[config.mk]
export PLATFORM = sky130hd
export DESIGN_NAME = onehot_codec
export DESIGN_NICKNAME = d
export VERILOG_FILES = /design/src/rtl/onehot_codec.sv
export SDC_FILE = /design/constraint.sdc
export NUM_CORES = 1
export LEC_CHECK = 0
export ABC_CLOCK_PERIOD_IN_PS = 2780
export CORE_ASPECT_RATIO = 0.6
export CORE_MARGIN = 3
export CORE_UTILIZATION = 50
export CTS_BUF_LIST = sky130_fd_sc_hd__clkbuf_16
export CTS_CLUSTER_SIZE = 20
export DETAILED_ROUTE_END_ITERATION = 7
export PLACE_DENSITY = 0.77
export SLEW_MARGIN = 20
export SYNTH_ARGS = -nofsm -noshare
export SYNTH_HDL_FRONTEND = slang
export SYNTH_SLANG_ARGS = --single-unit
export TNS_END_PERCENT = 50
[constraint.sdc]
create_clock -name clk -period 2.78 [get_ports clk]
set_clock_uncertainty 0.05 [all_clocks]
set_input_delay 0.278 -clock clk [delete_from_list [all_inputs] [get_ports clk]]
set_output_delay 0.278 -clock clk [all_outputs]
set_load 0.01 [all_outputs]
[src/rtl/onehot_codec.sv]
// Registered binary/one-hot converter with a 2-entry output buffer, illegal-code
// detection and a saturating count of delivered error entries.
module onehot_codec #(
    parameter int BIN_W     = 4,
    parameter int ONE_HOT_W = 16,
    parameter int CNT_W     = 8
) (
    input  logic                 clk,
    input  logic                 reset_n,
    input  logic                 in_valid_i,
    output logic                 in_ready_o,
    input  logic                 mode_i,
    input  logic [ONE_HOT_W-1:0] data_i,
    output logic                 out_valid_o,
    input  logic                 out_ready_i,
    output logic [ONE_HOT_W-1:0] one_hot_o,
    output logic [BIN_W-1:0]     bin_o,
    output logic                 mode_o,
    output logic                 err_o,
    output logic [CNT_W-1:0]     err_cnt_o,
    input  logic                 clr_cnt_i
);

    typedef struct packed {
        logic                 mode;
        logic                 err;
        logic [BIN_W-1:0]     bin;
        logic [ONE_HOT_W-1:0] one_hot;
    } entry_t;

    entry_t      res;
    entry_t      head;
    entry_t      tail;
    logic [1:0]  count;
    logic [CNT_W-1:0] err_cnt;
    logic        push;
    logic        pop;
    logic        seen;
    logic        multi;

    always_comb begin
        res      = '0;
        res.mode = mode_i;
        seen     = 1'b0;
        multi    = 1'b0;
        if (!mode_i) begin
            if (int'(data_i[BIN_W-1:0]) < ONE_HOT_W)
                res.one_hot = ONE_HOT_W'(1) << data_i[BIN_W-1:0];
            else
                res.err = 1'b1;
        end else begin
            // Ascending scan: the first set bit found is the reported (lowest) index.
            for (int unsigned i = 0; i < ONE_HOT_W; i++) begin
                if (data_i[i]) begin
                    if (!seen)
                        res.bin = BIN_W'(i);
                    else
                        multi = 1'b1;
                    seen = 1'b1;
                end
            end
            res.err = !seen || multi;
        end
    end

    assign in_ready_o  = (count != 2'd2);
    assign out_valid_o = (count != 2'd0);
    assign push        = in_valid_i && in_ready_o;
    assign pop         = out_valid_o && out_ready_i;

    // Head register drives the outputs directly; tail only holds the second entry.
    always_ff @(posedge clk or negedge reset_n) begin
        if (!reset_n) begin
            count   <= '0;
            head    <= '0;
            tail    <= '0;
            err_cnt <= '0;
        end else begin
            case (count)
                2'd0: begin
                    if (push) head <= res;
                end
                2'd1: begin
                    if (push && pop) head <= res;
                    else if (push)   tail <= res;
                end
                default: begin
                    if (pop) head <= tail;
                end
            endcase

            if (push && !pop)
                count <= count + 2'd1;
            else if (pop && !push)
                count <= count - 2'd1;

            if (clr_cnt_i)
                err_cnt <= '0;
            else if (pop && head.err && (err_cnt != '1))
                err_cnt <= err_cnt + 1'b1;
        end
    end

    assign one_hot_o = head.one_hot;
    assign bin_o     = head.bin;
    assign mode_o    = head.mode;
    assign err_o     = head.err;
    assign err_cnt_o = err_cnt;

endmodule

==> impl_results.md <==
* DR vias/cell at between 5 and 6
* Slowest library cell on the worst path: sky130_fd_sc_hd__clkdlybuf4s50_1
* Total core area at 5305 sq um
* Synth Net Count at approximately 360
* H-tree lvl count at 2
* Most frequent cell after synthesis: sky130_fd_sc_hd__nand2_1
* Destination of the worst register-to-register timing path: tail[17]$_DFFE_PN0P_
* RSZ-0062 raised after global routing: false
* Die outline area at 6713 sq um
* Met1 track demand over resource at 31.52%
* Yosys warning total at 0
* Worst endpoint data arrival time at 2460 ps
* Setup TNS at 0 ps
* Cell area after technology mapping at 2869 sq um
* Total congestion overflow after global routing at 0
* Final weighted congestion of routability-driven global placement at approximately 0.88
* End of the critical path: err_o$_DFFE_PN0P_
* List of cells traversed by the critical path: clkdlybuf4s50_1, nor4_1, nand2_1, nor3_1, mux2_2, nor4_2, o31ai_1
* Filler instances at 431
* Maximum clock rate at 0.4269 GHz
* Starting density of the core at 54.08%
* Largest net degree at the start of global routing at 55
* Via count of the first global-routing pass at 2425
* DIE HEIGHT at approximately 65 um
* Detailed-routing iteration count for the pre-antenna-repair pass at 5
* Power Density at 802.3 nW/um^2
* Number of buffers added for setup after CTS at 0
* Delay of the slowest cell on the worst path at 520 ps
* N_diodes at 0
* Max rail drop VDD at 0.4987 mV
* Run status: completed
* Cell taking the most area after synthesis: sky130_fd_sc_hd__dfrtp_1
* All-layer global routing usage at approximately a fifth
* Number of synthesized register bits at between 50 and 60
* Clock tree sinks at 54
* Final hold viol count at 0
* Layout cells sized above 1 at 8.158%
* Count of routing violations after the opening detailed-route iteration at 169
* Largest cells by area after synthesis: sky130_fd_sc_hd__dfrtp_1 47%, sky130_fd_sc_hd__nand2_1 7.6%, sky130_fd_sc_hd__o21ai_0 5.1%
* Clock tree from TritonCTS: done
* Clock Pin Slew Worst Setup and Hold Paths at approximately 70 ps
* Number of top-level design ports at 54
* Cells after Synth at 328
* Startpoint of the worst setup timing path: data_i[5]
* Lkg Pwr at 0.001505 uW
* Final core occ at 69.32%
* Max Cap Violations at 0
* Insertion delay to the later sink of the worst-skew pair at 280 ps
* # rows at 20
* Relative slew slack at a little under three fifths
* Final-stage net count at 408
* Mean area per synthesized cell at 8.747 sq um
* Slew Viols, Final at 0
* Count of flip-flops with a built-in enable after synthesis at 0
* Largest fanout on the critical path at 6
* Final HPWL DP at 4989 um
* Number of vias in the routed layout at 2554
* Final setup violation count at 0
* Post-route minimum period at 2342 ps
* Number of nets with antenna violations after detailed routing at 0
* CTS Buffer Depth at 2
* Most used flip-flop cell after synthesis: sky130_fd_sc_hd__dfrtp_1
* R2r worst-path depth at 8
* Launching point of the worst reg2reg path: count[0]$_DFFE_PN0P_
* Wire length of the first global-routing pass at between 10000 and 15000 um
* Type of element launching the critical path: primary input
* Wire length per cell after detailed routing at 14.66 um
* Number of buffers inserted during clock tree synthesis at 5
* Count of buffers from port buffering at 53
* Post-synth ARST share at 100.0%
* Post-cts repair resize count at 0
* Worst min-delay path category: in2async
* Final clock period utilization by the worst path at 84.25%
* Met2 routing resource usage after global routing at 31.68%
* Leading cell types by count after synthesis: 58 x sky130_fd_sc_hd__nand2_1, 54 x sky130_fd_sc_hd__dfrtp_1, 29 x sky130_fd_sc_hd__o21ai_0
* Internal reg-to-reg setup slack at approximately 530 ps
* Total of hold buffers inserted after clock tree synthesis at 0
* Overall routed net length at 6699 um
* Endpoint required time on the critical path at 2890 ps
* Layout overhead on the synthesized area at 28.17%
* Fraction of synthesized cell area taken by the top area cell type at 47.10%
* Library cell used as clock root buffer: sky130_fd_sc_hd__clkbuf_16
* Routing usage on met3 at roughly 5.8%
* Class of the most critical setup path: in2reg
* Post-synth cell types at 43
* Crit. End Element: flip-flop
* Part of the Yosys area used for sequential elements at a little under half
* Grt peak-use layer: met2
* Actual transition at the worst max-transition pin at 629.1 ps
* Residual DRC at 0
* Number of antenna violations at the first check in global routing at 0
* Die width at between 100 and 150 um
-- final cells by class --
type | count | area (sq um) | share of cell area, %
multi-input combinational | 242 | 1398 | 38.01
sequential | 54 | 1351 | 36.75
timing repair buffer | 67 | 630.6 | 17.15
clock buffer | 5 | 125.1 | 3.403
tap | 77 | 96.34 | 2.620
clock inverter | 3 | 42.54 | 1.157
inverter | 9 | 33.78 | 0.9187
-- registers in the layout, summed over array words and instances, names as in the netlist --
register and cells:
bin_o 4, count 2, err_cnt_o 8, tail 22, one_hot_o 16, mode_o 1
err_o 1
-- critical path: cells and delay by family --
family                 cells  cell delay [ps]
and+or+nand+nor            4             1160
AOI/OAI and AO/OA          1              120
muxes                      1              370
buffers and inverters      1              520
-- cells in the final DEF (no fill, tap or decap), types with 5 or more instances in the layout --
cell type and instances:
sky130_fd_sc_hd__nor3_1 19, sky130_fd_sc_hd__dfrtp_1 54, sky130_fd_sc_hd__clkdlybuf4s50_1 52, sky130_fd_sc_hd__xor2_1 6, sky130_fd_sc_hd__o31ai_1 15, sky130_fd_sc_hd__a21oi_1 22
sky130_fd_sc_hd__nand3_1 6, sky130_fd_sc_hd__nor4_1 8, sky130_fd_sc_hd__o21ai_0 29, sky130_fd_sc_hd__clkbuf_16 5, sky130_fd_sc_hd__ha_1 7, sky130_fd_sc_hd__inv_1 9
sky130_fd_sc_hd__nand2_1 58, sky130_fd_sc_hd__nor2_1 20, sky130_fd_sc_hd__buf_4 14
-- per-stage QoR --
step / area, sq um / worst slack, ps / cells / power, uW / hold slack (ps)
floorplan: 2869 / 672.7 / 328 / 1761 / -67.59
global placement: 3510 / 201.4 / 449 / 2234 / 394.0
detailed placement: 3510 / 173.6 / 449 / 2261 / 393.6
CTS: 3677 / 449.7 / 457 / 2974 / 85.78
global route: 3677 / 234.0 / 457 / 3170 / 121.3
finish: 3677 / 437.7 / 457 / 2950 / 50.65
-- where the power goes --
part	internal [uW]	leakage, uW	switching (uW)	total [uW]
clock network	425	0.0000818	275	700
logic	485	0.000684	703	1190
registers	960	0.000739	103	1060
total	1870	0.00150	1080	2950
-- kinds of logic (layout without fill, tap and decap cells) --
family / count (synthesis) / after routing / synth area share, %
simple gates: 132 / 132 / 21.41
fa+ha+maj: 9 / 9 / 3.750
flops: 54 / 54 / 47.10
buf+inv: 32 / 84 / 4.491
compound gates: 88 / 88 / 19.01
xor+xnor: 9 / 9 / 2.748
mux: 4 / 4 / 1.483
-- routing by layer --
metal / part of all wire [%] / vias up
li1: - / 1272
met1: 51 / 1187
met2: 41 / 93
met3: 7.6 / 2
met4: 0.40 / 0
met5: 0 / -
-- worst min-delay path by stage --
stage               startpoint                        to  cells past startpoint
global placement       reset_n  err_cnt_o[3]$_DFFE_PN0P_                      2
finish                 reset_n  err_cnt_o[3]$_DFFE_PN0P_                      2
global route           reset_n  err_cnt_o[3]$_DFFE_PN0P_                      2
detailed placement     reset_n  err_cnt_o[3]$_DFFE_PN0P_                      2
CTS                    reset_n  err_cnt_o[3]$_DFFE_PN0P_                      2
floorplan              reset_n      bin_o[0]$_DFFE_PN0P_                      0
Power figures use the tool's default switching activity.
